## src/rtl/hazard_stall_unit.sv

```systemverilog
// hazard_stall_unit
//   Producer-side hazard control for the RV32IM 5-stage pipeline. It tracks
//   the destination tag of every in-flight instruction in EX/MEM/WB, exports
//   those tags to the forwarding logic, raises load-use and multicycle divide
//   stalls, and inserts bubbles into ID/EX.
//
//   Parameters:
//     DIV_CYCLES     cycles a DIV/DIVU/REM/REMU occupies EX (2..63)
//
//   Ports:
//     CLK                 pipeline clock
//     RESET               synchronous, active-low reset
//     ID_INSTRUCTION      instruction currently in ID
//     ID_VALID            ID holds a real instruction
//     FLUSH               taken branch/jump in EX; kills the ID instruction
//     STALL               hold PC and IF/ID
//     BUBBLE_EX           load NOP into ID/EX this edge
//     EX_HOLD             hold ID/EX contents (divide in progress)
//     DIV_BUSY            divider occupying EX
//     EX_RD/MEM_RD/WB_RD  tracked destination tags
//     *_RD_VALID          tag valid (writes rd, rd != x0)
//     EX_IS_LOAD          EX slot holds a load
//
//   Optional build macro HAZARD_PERF_CNT_EN adds:
//     LOAD_STALL_COUNT    count of load-use stall cycles (wraps)
//     DIV_STALL_COUNT     count of EX_HOLD cycles (wraps)

module hazard_stall_unit #(
    parameter int unsigned DIV_CYCLES = 32
) (
    input  logic        CLK,
    input  logic        RESET,
    input  logic [31:0] ID_INSTRUCTION,
    input  logic        ID_VALID,
    input  logic        FLUSH,
    output logic        STALL,
    output logic        BUBBLE_EX,
    output logic        EX_HOLD,
    output logic        DIV_BUSY,
    output logic [4:0]  EX_RD,
    output logic [4:0]  MEM_RD,
    output logic [4:0]  WB_RD,
    output logic        EX_RD_VALID,
    output logic        MEM_RD_VALID,
    output logic        WB_RD_VALID,
`ifdef HAZARD_PERF_CNT_EN
    output logic [31:0] LOAD_STALL_COUNT,
    output logic [31:0] DIV_STALL_COUNT,
`endif
    output logic        EX_IS_LOAD
);

    typedef enum logic {ST_IDLE, ST_DIV_BUSY} state_t;

    typedef struct packed {
        logic [4:0] rd;
        logic       valid;
        logic       is_load;
    } slot_t;

    localparam logic [5:0] DIV_RELOAD = 6'(DIV_CYCLES - 1);

    state_t     state, state_nx;
    logic [5:0] cnt, cnt_nx;
    slot_t      ex_q, mem_q, wb_q;
    slot_t      ex_nx, mem_nx, wb_nx;

    logic [6:0] opcode;
    logic [4:0] id_rd, id_rs1, id_rs2;
    logic [2:0] funct3;
    logic [6:0] funct7;
    logic       uses_rs1, uses_rs2, writes_rd, is_load_op, is_div;
    logic       load_use;
    slot_t      id_slot;
    logic       issue, flush_ok, load_stall;

    assign opcode = ID_INSTRUCTION[6:0];
    assign id_rd  = ID_INSTRUCTION[11:7];
    assign funct3 = ID_INSTRUCTION[14:12];
    assign id_rs1 = ID_INSTRUCTION[19:15];
    assign id_rs2 = ID_INSTRUCTION[24:20];
    assign funct7 = ID_INSTRUCTION[31:25];

    always_comb begin
        uses_rs1  = 1'b0;
        uses_rs2  = 1'b0;
        writes_rd = 1'b0;
        case (opcode)
            7'b0110011: begin uses_rs1 = 1'b1; uses_rs2 = 1'b1; writes_rd = 1'b1; end
            7'b0010011: begin uses_rs1 = 1'b1; writes_rd = 1'b1; end
            7'b0000011: begin uses_rs1 = 1'b1; writes_rd = 1'b1; end
            7'b0100011: begin uses_rs1 = 1'b1; uses_rs2 = 1'b1; end
            7'b1100011: begin uses_rs1 = 1'b1; uses_rs2 = 1'b1; end
            7'b1100111: begin uses_rs1 = 1'b1; writes_rd = 1'b1; end
            7'b1101111: writes_rd = 1'b1;
            7'b0110111: writes_rd = 1'b1;
            7'b0010111: writes_rd = 1'b1;
            default: ;
        endcase
    end

    assign is_load_op = (opcode == 7'b0000011);
    assign is_div     = (opcode == 7'b0110011) && (funct7 == 7'b0000001) && funct3[2];

    // Tag stored as 0 whenever it is not valid, so bubbles and x0 writers look alike.
    always_comb begin
        id_slot         = '0;
        id_slot.valid   = ID_VALID && writes_rd && (id_rd != 5'd0);
        id_slot.rd      = id_slot.valid ? id_rd : 5'd0;
        id_slot.is_load = ID_VALID && is_load_op;
    end

    // x0 sources never match: a valid EX tag is never x0.
    assign load_use = ID_VALID && ex_q.is_load && ex_q.valid &&
                      ((uses_rs1 && (id_rs1 == ex_q.rd)) ||
                       (uses_rs2 && (id_rs2 == ex_q.rd)));

    always_comb begin
        STALL     = 1'b0;
        BUBBLE_EX = 1'b0;
        EX_HOLD   = 1'b0;
        DIV_BUSY  = 1'b0;
        state_nx  = state;
        cnt_nx    = cnt;
        ex_nx     = ex_q;
        mem_nx    = mem_q;
        wb_nx     = wb_q;
        issue     = 1'b0;
        flush_ok  = 1'b0;
        load_stall = 1'b0;

        case (state)
            ST_IDLE: begin
                issue    = 1'b1;
                flush_ok = 1'b1;
            end
            ST_DIV_BUSY: begin
                DIV_BUSY = 1'b1;
                if (cnt != 6'd0) begin
                    STALL   = 1'b1;
                    EX_HOLD = 1'b1;
                    mem_nx  = '0;
                    wb_nx   = mem_q;
                    cnt_nx  = cnt - 6'd1;
                end else begin
                    // Final divide cycle behaves like IDLE, except a younger
                    // branch cannot be in EX, so FLUSH is not honoured.
                    issue = 1'b1;
                end
            end
            default: ;
        endcase

        if (issue) begin
            state_nx = ST_IDLE;
            wb_nx    = mem_q;
            mem_nx   = ex_q;
            if (flush_ok && FLUSH) begin
                BUBBLE_EX = 1'b1;
                ex_nx     = '0;
            end else if (load_use) begin
                STALL      = 1'b1;
                BUBBLE_EX  = 1'b1;
                load_stall = 1'b1;
                ex_nx      = '0;
            end else begin
                ex_nx = id_slot;
                if (ID_VALID && is_div) begin
                    state_nx = ST_DIV_BUSY;
                    cnt_nx   = DIV_RELOAD;
                end
            end
        end
    end

    always_ff @(posedge CLK) begin
        if (!RESET) begin
            state <= ST_IDLE;
            cnt   <= '0;
            ex_q  <= '0;
            mem_q <= '0;
            wb_q  <= '0;
        end else begin
            state <= state_nx;
            cnt   <= cnt_nx;
            ex_q  <= ex_nx;
            mem_q <= mem_nx;
            wb_q  <= wb_nx;
        end
    end

    assign EX_RD        = ex_q.rd;
    assign MEM_RD       = mem_q.rd;
    assign WB_RD        = wb_q.rd;
    assign EX_RD_VALID  = ex_q.valid;
    assign MEM_RD_VALID = mem_q.valid;
    assign WB_RD_VALID  = wb_q.valid;
    assign EX_IS_LOAD   = ex_q.is_load;

`ifdef HAZARD_PERF_CNT_EN
    always_ff @(posedge CLK) begin
        if (!RESET) begin
            LOAD_STALL_COUNT <= '0;
            DIV_STALL_COUNT  <= '0;
        end else begin
            if (load_stall) LOAD_STALL_COUNT <= LOAD_STALL_COUNT + 32'd1;
            if (EX_HOLD)    DIV_STALL_COUNT  <= DIV_STALL_COUNT + 32'd1;
        end
    end
`endif

endmodule

```

## config.mk

```make
export PLATFORM = sky130hd
export DESIGN_NAME = hazard_stall_unit
export DESIGN_NICKNAME = d
export VERILOG_FILES = /design/src/rtl/hazard_stall_unit.sv
export SDC_FILE = /design/constraint.sdc
export NUM_CORES = 1
export LEC_CHECK = 0
export BUFFER_PORTS_ARGS = -buffer_cell sky130_fd_sc_hd__buf_2
export CAP_MARGIN = 20
export CORE_UTILIZATION = 44
export DETAILED_ROUTE_END_ITERATION = 10
export PLACE_DENSITY_LB_ADDON = 0.05
export SETUP_SLACK_MARGIN = 0.1
export SYNTH_ARGS = -nofsm -noshare
export SYNTH_HDL_FRONTEND = slang
export SYNTH_SLANG_ARGS = --single-unit
```

## constraint.sdc

```tcl
create_clock -name CLK -period 2.43 [get_ports CLK]
set_clock_uncertainty 0.15 [all_clocks]
set_input_delay 0.1215 -clock CLK [delete_from_list [all_inputs] [get_ports CLK]]
set_output_delay 0.1215 -clock CLK [all_outputs]
set_load 0.005 [all_outputs]
```

==> flow_summary.ini, run 1 <==
[placed_design]
port_buffers = 56
gp_congestion = 0.771
dpl_cell_area_sq_um = 1600
hpwlAfterDp_um = 2310

[detailed_routing]
via_per_inst = 5.53
first_pass_iters = 4
routedWlPerCell_um = 13.3
totalWireLength_um = 3070
drc = 0
ant_nets = 0
vias = 1277
first_iter_violations = 33

[timing]
final.setup.tns_ps = 0
report.final.slew_viol_count = 0
hold_viol_final = 0
whs_ps = 15.0
tightest_slew_ps = 356
finalCritPeriodShare = 0.899
max_freq_ghz = 0.458
rsz0062_at_grt = false
setup_viol = 0
slew_headroom = 0.759
finalCriticalPeriod_ps = 2180

[yosys]
synth_compound_area_frac = 0.205
synth_edf_count = 0
synth_xor_area_frac = 0.0885
synth_adder_area_share = 0.00973
synth_fp_nets = 174
synth-simple-area-share = 0.264
synthArstFlopShare = 0
yosys_warnings = 0
synth_top_area_frac = 0.405
synthMuxAreaShare = 0
synth_area_leader_cell = dfxtp_1
yosysSeqAreaShare = 0.405
netlist_top_cells_area = dfxtp_1 40%, xor2_1 8.9%, a32o_1 3.9%, and2_1 2.9%, and3_1 2.9%
synth_area_per_cell_sq_um = 9.39
synth_top_family_by_area = simple AND/OR/NAND/NOR gates
syn_area_sq_um = 1290
synthCells = 137
synth_cell_types = 45
synthFlopType = dfxtp_1
synth-seq-cells = 26

[critical_path]
cp_slowest_stage_delay_ps = 380
cp.arrival_ps = 1910
critPathKind = flip-flop to primary output
cp_slowest_cell = dfxtp_2
critical_path_depth = 6
start_kind = flip-flop
cp_data_required_time_ps = 2160
worstSetupEndpointType = primary output
cp_top_family = compound AO/OA/AOI/OAI gates
regToRegSetupSlack_ps = 530
critPathMaxFanout = 7
cp_num_buf_inv = 1
path_cells = xor2_1 -> a2111oi_2 -> a22oi_2 -> o21a_2 -> nor2_1 -> buf_2
r2r-start = cnt[0]
reg2reg_to = EX_RD_VALID
worst_r2r_path_depth = 7

[finish]
n_antenna_cell = 0
nFillCells = 257
drive_gt1_frac = 0.370
syn_to_final_growth_pct = 32.7
fin_area_sq_um = 1710
final_core_util = 0.619
nets = 238

[clocking]
cts_max_level = 1
cts_setup_buffers = 0
cts_tree = built
cts.sinks = 26
clkLatencyLatePin_ps = 320
clockRootBuffer = clkbuf_4
cts_buffers = 3
path_clk_slew_ps = 130
cts_buffer_depth = 2

[global_routing]
grt_pass1_vias = 1120
gr-total-overflow = 0
grt_usage = 0.198
antenna_found_initial = 0
grt_max_degree = 25
grt_pass1_wl_um = 4850

[flow_run]
maxCapViolCount = 0

[floorplan]
start_util = 0.466
num_io_pins = 59
coreArea_sq_um = 2760
die_h_um = 56.1
die_w_um = 56.1
fp-row-count = 19
die-area_sq_um = 3140

[power_and_ir_drop]
comb_power_share = 0.110
clock_power_share = 0.298
power_switching_mw = 0.163
ir_worst_vdd_uv = 280
power.share.switching = 0.226
pwr-share-seq = 0.592
power_density_nw_per_um2 = 423
p_int_mw = 0.559
leakagePower_nw = 0.803
p_total_mw = 0.723

[hold_path]
min_path_type = input pin to flip-flop
hold-path-cell-count = 4
worst_hold_path.endpoint = EX_IS_LOAD
hold_start = ID_INSTRUCTION[2]

[run_status]
status = finished clean
-- layer usage --
layer	global-route usage	vias to the layer above	part of all wire
met2	0.342	49	0.48
li1	-	631	-
met3	0.0302	8	0.045
met5	0	-	0
met4	0.108	0	0.027
met1	0.235	589	0.45
-- worst min-delay path: stages --
cell	delay, ps
buf_2	120
nor4bb_1	70
nand4_1	80
o31ai_1	60
-- registers in the layout, indices dropped and copies added, names as in the netlist --
| name | flops |
|---|---|
| EX_RD | 5 |
| state | 1 |
| MEM_RD | 5 |
| WB_RD | 5 |
| MEM_RD_VALID | 1 |
| EX_IS_LOAD | 1 |
| EX_RD_VALID | 1 |
| cnt | 6 |
| WB_RD_VALID | 1 |
-- metrics by stage --
step,std cells,worst slack (ps)
after CTS,231,134
after detailed placement,221,464
final,231,247
after global routing,231,106
after global placement,221,488
after floorplan,137,667
-- logic make-up after synthesis --
logic type	Yosys count
buffers and inverters	9
flip-flops	26
AO/OA/AOI/OAI	32
adder cells (fa/ha/maj)	1
XOR/XNOR	13
AND/OR/NAND/NOR	56
-- layout by cell type, fill, tap and decap left out, types with 2 or more instances in the layout --
master	Yosys	layout
a32o_1	5	5
dfxtp_2	0	2
nand2_1	8	8
dfxtp_1	26	24
dlygate4sd3_1	0	6
a31oi_1	2	2
nor2b_1	2	2
nand3b_1	4	4
buf_2	2	56
nand4b_1	2	2
nand2b_1	3	3
xor2_1	13	13
nor2_1	6	6
and2_1	6	6
o21ai_0	6	6
nand4_1	2	2
and3_1	6	6
nor3_1	2	2
nor4_1	3	2
inv_1	4	4
clkbuf_4	0	3
a21oi_1	5	5
nand3_1	4	4
-- final cells by class --
type | instances | area [sq um] | share of cell area
clock buffer | 4 | 36.3 | 0.0213
tap | 31 | 38.8 | 0.0227
multi-input combinational | 102 | 742 | 0.435
timing repair buffer | 63 | 348 | 0.204
sequential | 26 | 523 | 0.306
inverter | 5 | 18.8 | 0.0110
-- repair_timing --
item / CTS / global route
gates resized for setup: 0 / 5
hold endpoints to repair: 6 / 0
setup endpoints to repair: 0 / 2
hold buffers: 6 / 0
-- worst max path at each step --
| stage | from | end | slack [ps] |
|---|---|---|---|
| global route | EX_RD[0] | STALL | 110 |
| CTS | EX_RD[3] | BUBBLE_EX | 130 |
| floorplan | EX_RD[0] | EX_RD[0] | 670 |
| finish | EX_RD[1] | BUBBLE_EX | 250 |
| detailed placement | EX_RD[3] | EX_RD[1] | 460 |
| global placement | EX_RD[3] | EX_RD[1] | 490 |
-- synth_stat cells, drive strengths merged (2+ instances only) --
library cell  instances
buf                   2
nand4                 2
and3                  6
nand3                 4
a32o                  5
o21ai                 7
nand2b                3
xor2                 13
nand3b                4
and2                  7
a31oi                 2
a211oi                2
nor2b                 2
nor2                  6
nor4                  3
dfxtp                26
nand4b                2
nand2                 9
a21oi                 5
nor3                  2
clkbuf                2
nor4b                 2
inv                   5
-- power by group through the flow --
| stage | clock network [mW] | registers, mW | logic, mW |
|---|---|---|---|
| after floorplan | 0 | 0.437 | 0.0285 |
| after global placement | 0 | 0.437 | 0.0683 |
| after detailed placement | 0 | 0.437 | 0.0705 |
| after CTS | 0.220 | 0.428 | 0.0779 |
| after global routing | 0.237 | 0.428 | 0.0865 |
| final | 0.215 | 0.428 | 0.0797 |
Power figures use the tool's default switching activity.
==> run 2: changes to the inputs <==
--- a/config.mk
+++ b/config.mk
@@ -7,8 +7,10 @@
 export LEC_CHECK = 0
 export BUFFER_PORTS_ARGS = -buffer_cell sky130_fd_sc_hd__buf_2
 export CAP_MARGIN = 20
+export CORE_ASPECT_RATIO = 0.6
 export CORE_UTILIZATION = 44
 export DETAILED_ROUTE_END_ITERATION = 10
+export HOLD_SLACK_MARGIN = 0.02
 export PLACE_DENSITY_LB_ADDON = 0.05
 export SETUP_SLACK_MARGIN = 0.1
 export SYNTH_ARGS = -nofsm -noshare
==> flow_summary.ini, run 2 (synthesis gave the netlist of run 1 again) <==
[global_routing]
grt_usage = 0.203
grt_pass1_wl_um = 5000
grt_max_degree = 25
grt_pass1_vias = 1093
gr-total-overflow = 0
antenna_found_initial = 0

[timing]
tightest_slew_ps = 388
rsz0062_at_grt = false
setup_viol = 0
report.final.slew_viol_count = 0
slew_headroom = 0.738
max_freq_ghz = 0.461
hold_viol_final = 0
finalCritPeriodShare = 0.893
whs_ps = 78.5
final.setup.tns_ps = 0
finalCriticalPeriod_ps = 2170
layout_setup_ws_ps = 259

[finish]
fin_area_sq_um = 1720
final_common_cell = buf_2
nets = 236
stdcell_count = 230
syn_to_final_growth_pct = 33.9
layout_common_cells = 56 x buf_2, 26 x dfxtp_1, 13 x xor2_1, 8 x nand2_1
nFillCells = 229
largest_reg_flops = 6
final_core_util = 0.655
n_antenna_cell = 0
top_register = cnt
drive_gt1_frac = 0.354

[detailed_routing]
first_iter_violations = 41
via_per_inst = 5.48
vias = 1260
totalWireLength_um = 3130
ant_nets = 0
drc = 0
routedWlPerCell_um = 13.6
first_pass_iters = 4

[critical_path]
cp_slowest_cell = dfxtp_1
start_kind = flip-flop
cp_slowest_stage_delay_ps = 380
path_cells = xor2_1 -> nor4_2 -> a22oi_2 -> o21a_1 -> nor2_1 -> buf_2
cp_num_buf_inv = 1
critPathKind = flip-flop to primary output
cp.arrival_ps = 1900
worstSetupEndpointType = primary output
critPathMaxFanout = 7
cp_data_required_time_ps = 2160
cp_top_family = compound AO/OA/AOI/OAI gates

[flow_run]
maxCapViolCount = 0

[clocking]
cts.sinks = 26
path_clk_slew_ps = 90
cts_tree = built
cts_buffer_depth = 2
cts_max_level = 1
cts_buffers = 3
clockRootBuffer = clkbuf_8
clkLatencyLatePin_ps = 270
cts_setup_buffers = 0

[power_and_ir_drop]
clock_power_share = 0.412
p_int_mw = 0.686
power_density_nw_per_um2 = 501
leakagePower_nw = 0.807
p_total_mw = 0.863
comb_power_share = 0.093
ir_worst_vdd_uv = 294
power.share.switching = 0.205
power_switching_mw = 0.177
pwr-share-seq = 0.495

[floorplan]
die-area_sq_um = 3150
die_w_um = 71.8
coreArea_sq_um = 2630
die_h_um = 43.9
start_util = 0.490
fp-row-count = 14
num_io_pins = 59

[placed_design]
dpl_cell_area_sq_um = 1590
dp.cells = 221
pre_cts_slack_ps = 387
port_buffers = 56
gp_congestion = 0.800
hpwlAfterDp_um = 2330

[hold_path]
min_path_type = input pin to flip-flop

[run_status]
status = finished clean
## run 2: changes by cell type in the layout (fill, tap and decap cells not counted), sizes merged
| cell | before | now |
|---|---|---|
| buf | 57 | 56 |
| bufinv | 0 | 1 |
| clkbuf | 4 | 3 |
| dlygate4sd3 | 6 | 5 |
## run 2: cell type report
cell class	count	area, sq um	share of cell area
clock buffer	3	41.3	0.0240
clock inverter	1	30.0	0.0174
inverter	5	18.8	0.0109
multi-input combinational	102	741	0.430
sequential	26	520	0.302
tap	32	40.0	0.0233
timing repair buffer	61	330	0.192
## run 2: path summary, 6_finish.rpt
path | startpoint | end | slack [ps] | cells past startpoint
setup / recovery | EX_RD[3] | BUBBLE_EX | 260 | 6
hold / removal | ID_INSTRUCTION[3] | EX_IS_LOAD | 80 | 4
setup reg to reg | cnt[0] | EX_RD_VALID | 340 | 7
hold reg to reg | MEM_RD[3] | WB_RD[3] | 300 | 1
## run 2: routing by layer
| metal | wire [um] | global-route usage | vias to the layer above |
|---|---|---|---|
| met3 | 208 | 0.0535 | 2 |
| li1 | - | - | 625 |
| met5 | 0 | 0 | - |
| met2 | 1280 | 0.304 | 45 |
| met4 | 19 | 0.0196 | 0 |
| met1 | 1620 | 0.304 | 588 |
## run 2: power by group through the flow
stage	Clock, mW	Combinational (mW)	Sequential [mW]
after global placement	0	0.0691	0.437
after global routing	0.373	0.0882	0.427
after CTS	0.358	0.0779	0.427
final	0.355	0.0806	0.427
after floorplan	0	0.0285	0.437
after detailed placement	0	0.0711	0.437
## run 2: worst reg2reg max path, cell delays in order (launching register included)
cell and delay (ps):
dfxtp_1 330, inv_1 90, ha_1 210, nand2b_1 160, o21ai_4 370, inv_2 130, and2_0 280, a22o_1 260
## run 2: repair_timing
item / in CTS / in global routing
resized for setup: 0 / 2
hold buffers: 5 / 0
hold endpoints to repair: 5 / 0
setup endpoints to repair: 0 / 2
==> run 3: changes to the inputs <==
--- a/config.mk
+++ b/config.mk
@@ -8,6 +8,7 @@
 export BUFFER_PORTS_ARGS = -buffer_cell sky130_fd_sc_hd__buf_2
 export CAP_MARGIN = 20
 export CORE_ASPECT_RATIO = 0.6
+export CORE_MARGIN = 2
 export CORE_UTILIZATION = 44
 export DETAILED_ROUTE_END_ITERATION = 10
 export HOLD_SLACK_MARGIN = 0.02
==> flow_summary.ini, run 3 (synthesis gave the netlist of run 1 again) <==
[run_status]
status = finished clean

[flow_run]
maxCapViolCount = 0

[critical_path]
start_kind = flip-flop
cp_data_required_time_ps = 2160
worstSetupEndpointType = primary output
critPathMaxFanout = 7
cp.arrival_ps = 1890
critPathKind = flip-flop to primary output

[global_routing]
grt_pass1_vias = 1169
grt_max_degree = 25
gr-total-overflow = 0
grt_usage = 0.216
grt_pass1_wl_um = 5490
antenna_found_initial = 0

[clocking]
cts_buffers = 3
clkLatencyLatePin_ps = 270
path_clk_slew_ps = 90
cts_buffer_depth = 2
cts.sinks = 26
clockRootBuffer = clkbuf_8
cts_max_level = 1
cts_tree = built

[timing]
finalCritPeriodShare = 0.889
report.final.slew_viol_count = 0
final.setup.tns_ps = 0
hold_viol_final = 0
rsz0062_at_grt = false
finalCriticalPeriod_ps = 2160
tightest_slew_ps = 480
slew_headroom = 0.675
max_freq_ghz = 0.463
setup_viol = 0

[floorplan]
num_io_pins = 59
die_w_um = 73.8
die-area_sq_um = 3390
die_h_um = 45.9
coreArea_sq_um = 2830
start_util = 0.454
fp-row-count = 15

[finish]
nFillCells = 261
n_antenna_cell = 0
layout_common_cells = 56 x buf_2, 25 x dfxtp_1, 13 x xor2_1, 8 x nand2_1
drive_gt1_frac = 0.364
top_register = cnt
nets = 236
largest_reg_flops = 6
final_common_cell = buf_2
fin_area_sq_um = 1740
syn_to_final_growth_pct = 35.0

[detailed_routing]
routedWlPerCell_um = 13.9
vias = 1268
totalWireLength_um = 3340
first_pass_iters = 4
via_per_inst = 5.28
ant_nets = 0
drc = 0
first_iter_violations = 47

[power_and_ir_drop]
ir_worst_vdd_uv = 353
leakagePower_nw = 0.808
power_density_nw_per_um2 = 497

[placed_design]
gp_congestion = 0.800
port_buffers = 56
dpl_cell_area_sq_um = 1600
hpwlAfterDp_um = 2480

[hold_path]
min_path_type = input pin to flip-flop
==> run 3: cell counts in the layout (fill, tap and decap cells not counted) <==
No cell type changed its count.
==> run 3: critical path, cell delays in order, from the launching register on <==
cell and delay (ps):
dfxtp_2 360, xor2_1 170, a2111oi_2 410, a22oi_2 170, o21a_2 300, nor2_1 110, buf_2 120
==> run 3: report_power, final <==
group	switching, mW	total, mW	internal [mW]
registers	0.000654	0.427	0.426
clock network	0.134	0.355	0.220
logic	0.0410	0.0806	0.0396
total	0.176	0.862	0.686
==> run 3: repair_timing <==
| item | CTS | global route |
|---|---|---|
| resized for setup | 0 | 4 |
| hold buffers | 5 | 0 |
| hold endpoints to repair | 5 | 0 |
| endpoints found under the setup margin | 0 | 2 |
| buffers inserted | 0 | 0 |
==> run 3: path summary, 6_finish.rpt <==
check                     from          end  slack (ps)  cells past startpoint
max                   EX_RD[0]    BUBBLE_EX         270                      6
min          ID_INSTRUCTION[3]   EX_IS_LOAD          70                      4
max reg2reg             cnt[0]  EX_RD_VALID         330                      7
min reg2reg          MEM_RD[4]     WB_RD[4]         300                      1
==> run 3: routing by layer <==
layer / share of wire / vias up / track usage
met5: 0 / - / 0
met4: 0.018 / 0 / 0.0582
met3: 0.075 / 13 / 0.0664
met2: 0.42 / 59 / 0.323
met1: 0.49 / 566 / 0.302
li1: - / 630 / -
==> run 3: metrics by stage <==
| step | util | hold WS, ps | cells | setup slack [ps] | total power, mW |
|---|---|---|---|---|---|
| after detailed placement | 0.565 | 231 | 231 | 366 | 0.509 |
| after global routing | 0.613 | 101 | 240 | 109 | 0.891 |
| final | 0.613 | 72.1 | 240 | 269 | 0.862 |
| after CTS | 0.608 | 68.2 | 240 | 136 | 0.864 |
| after global placement | 0.565 | 229 | 231 | 416 | 0.506 |
| after floorplan | - | 126 | 137 | 667 | 0.465 |
==> run 3: layout make-up <==
class	instances	area, sq um	share of cell area
Multi-Input combinational cell	102	742	0.427
Inverter	5	18.8	0.0108
Timing Repair Buffer	61	330	0.190
Tap cell	42	52.6	0.0303
Clock inverter	1	30.0	0.0173
Sequential cell	26	522	0.300
Clock buffer	3	41.3	0.0238
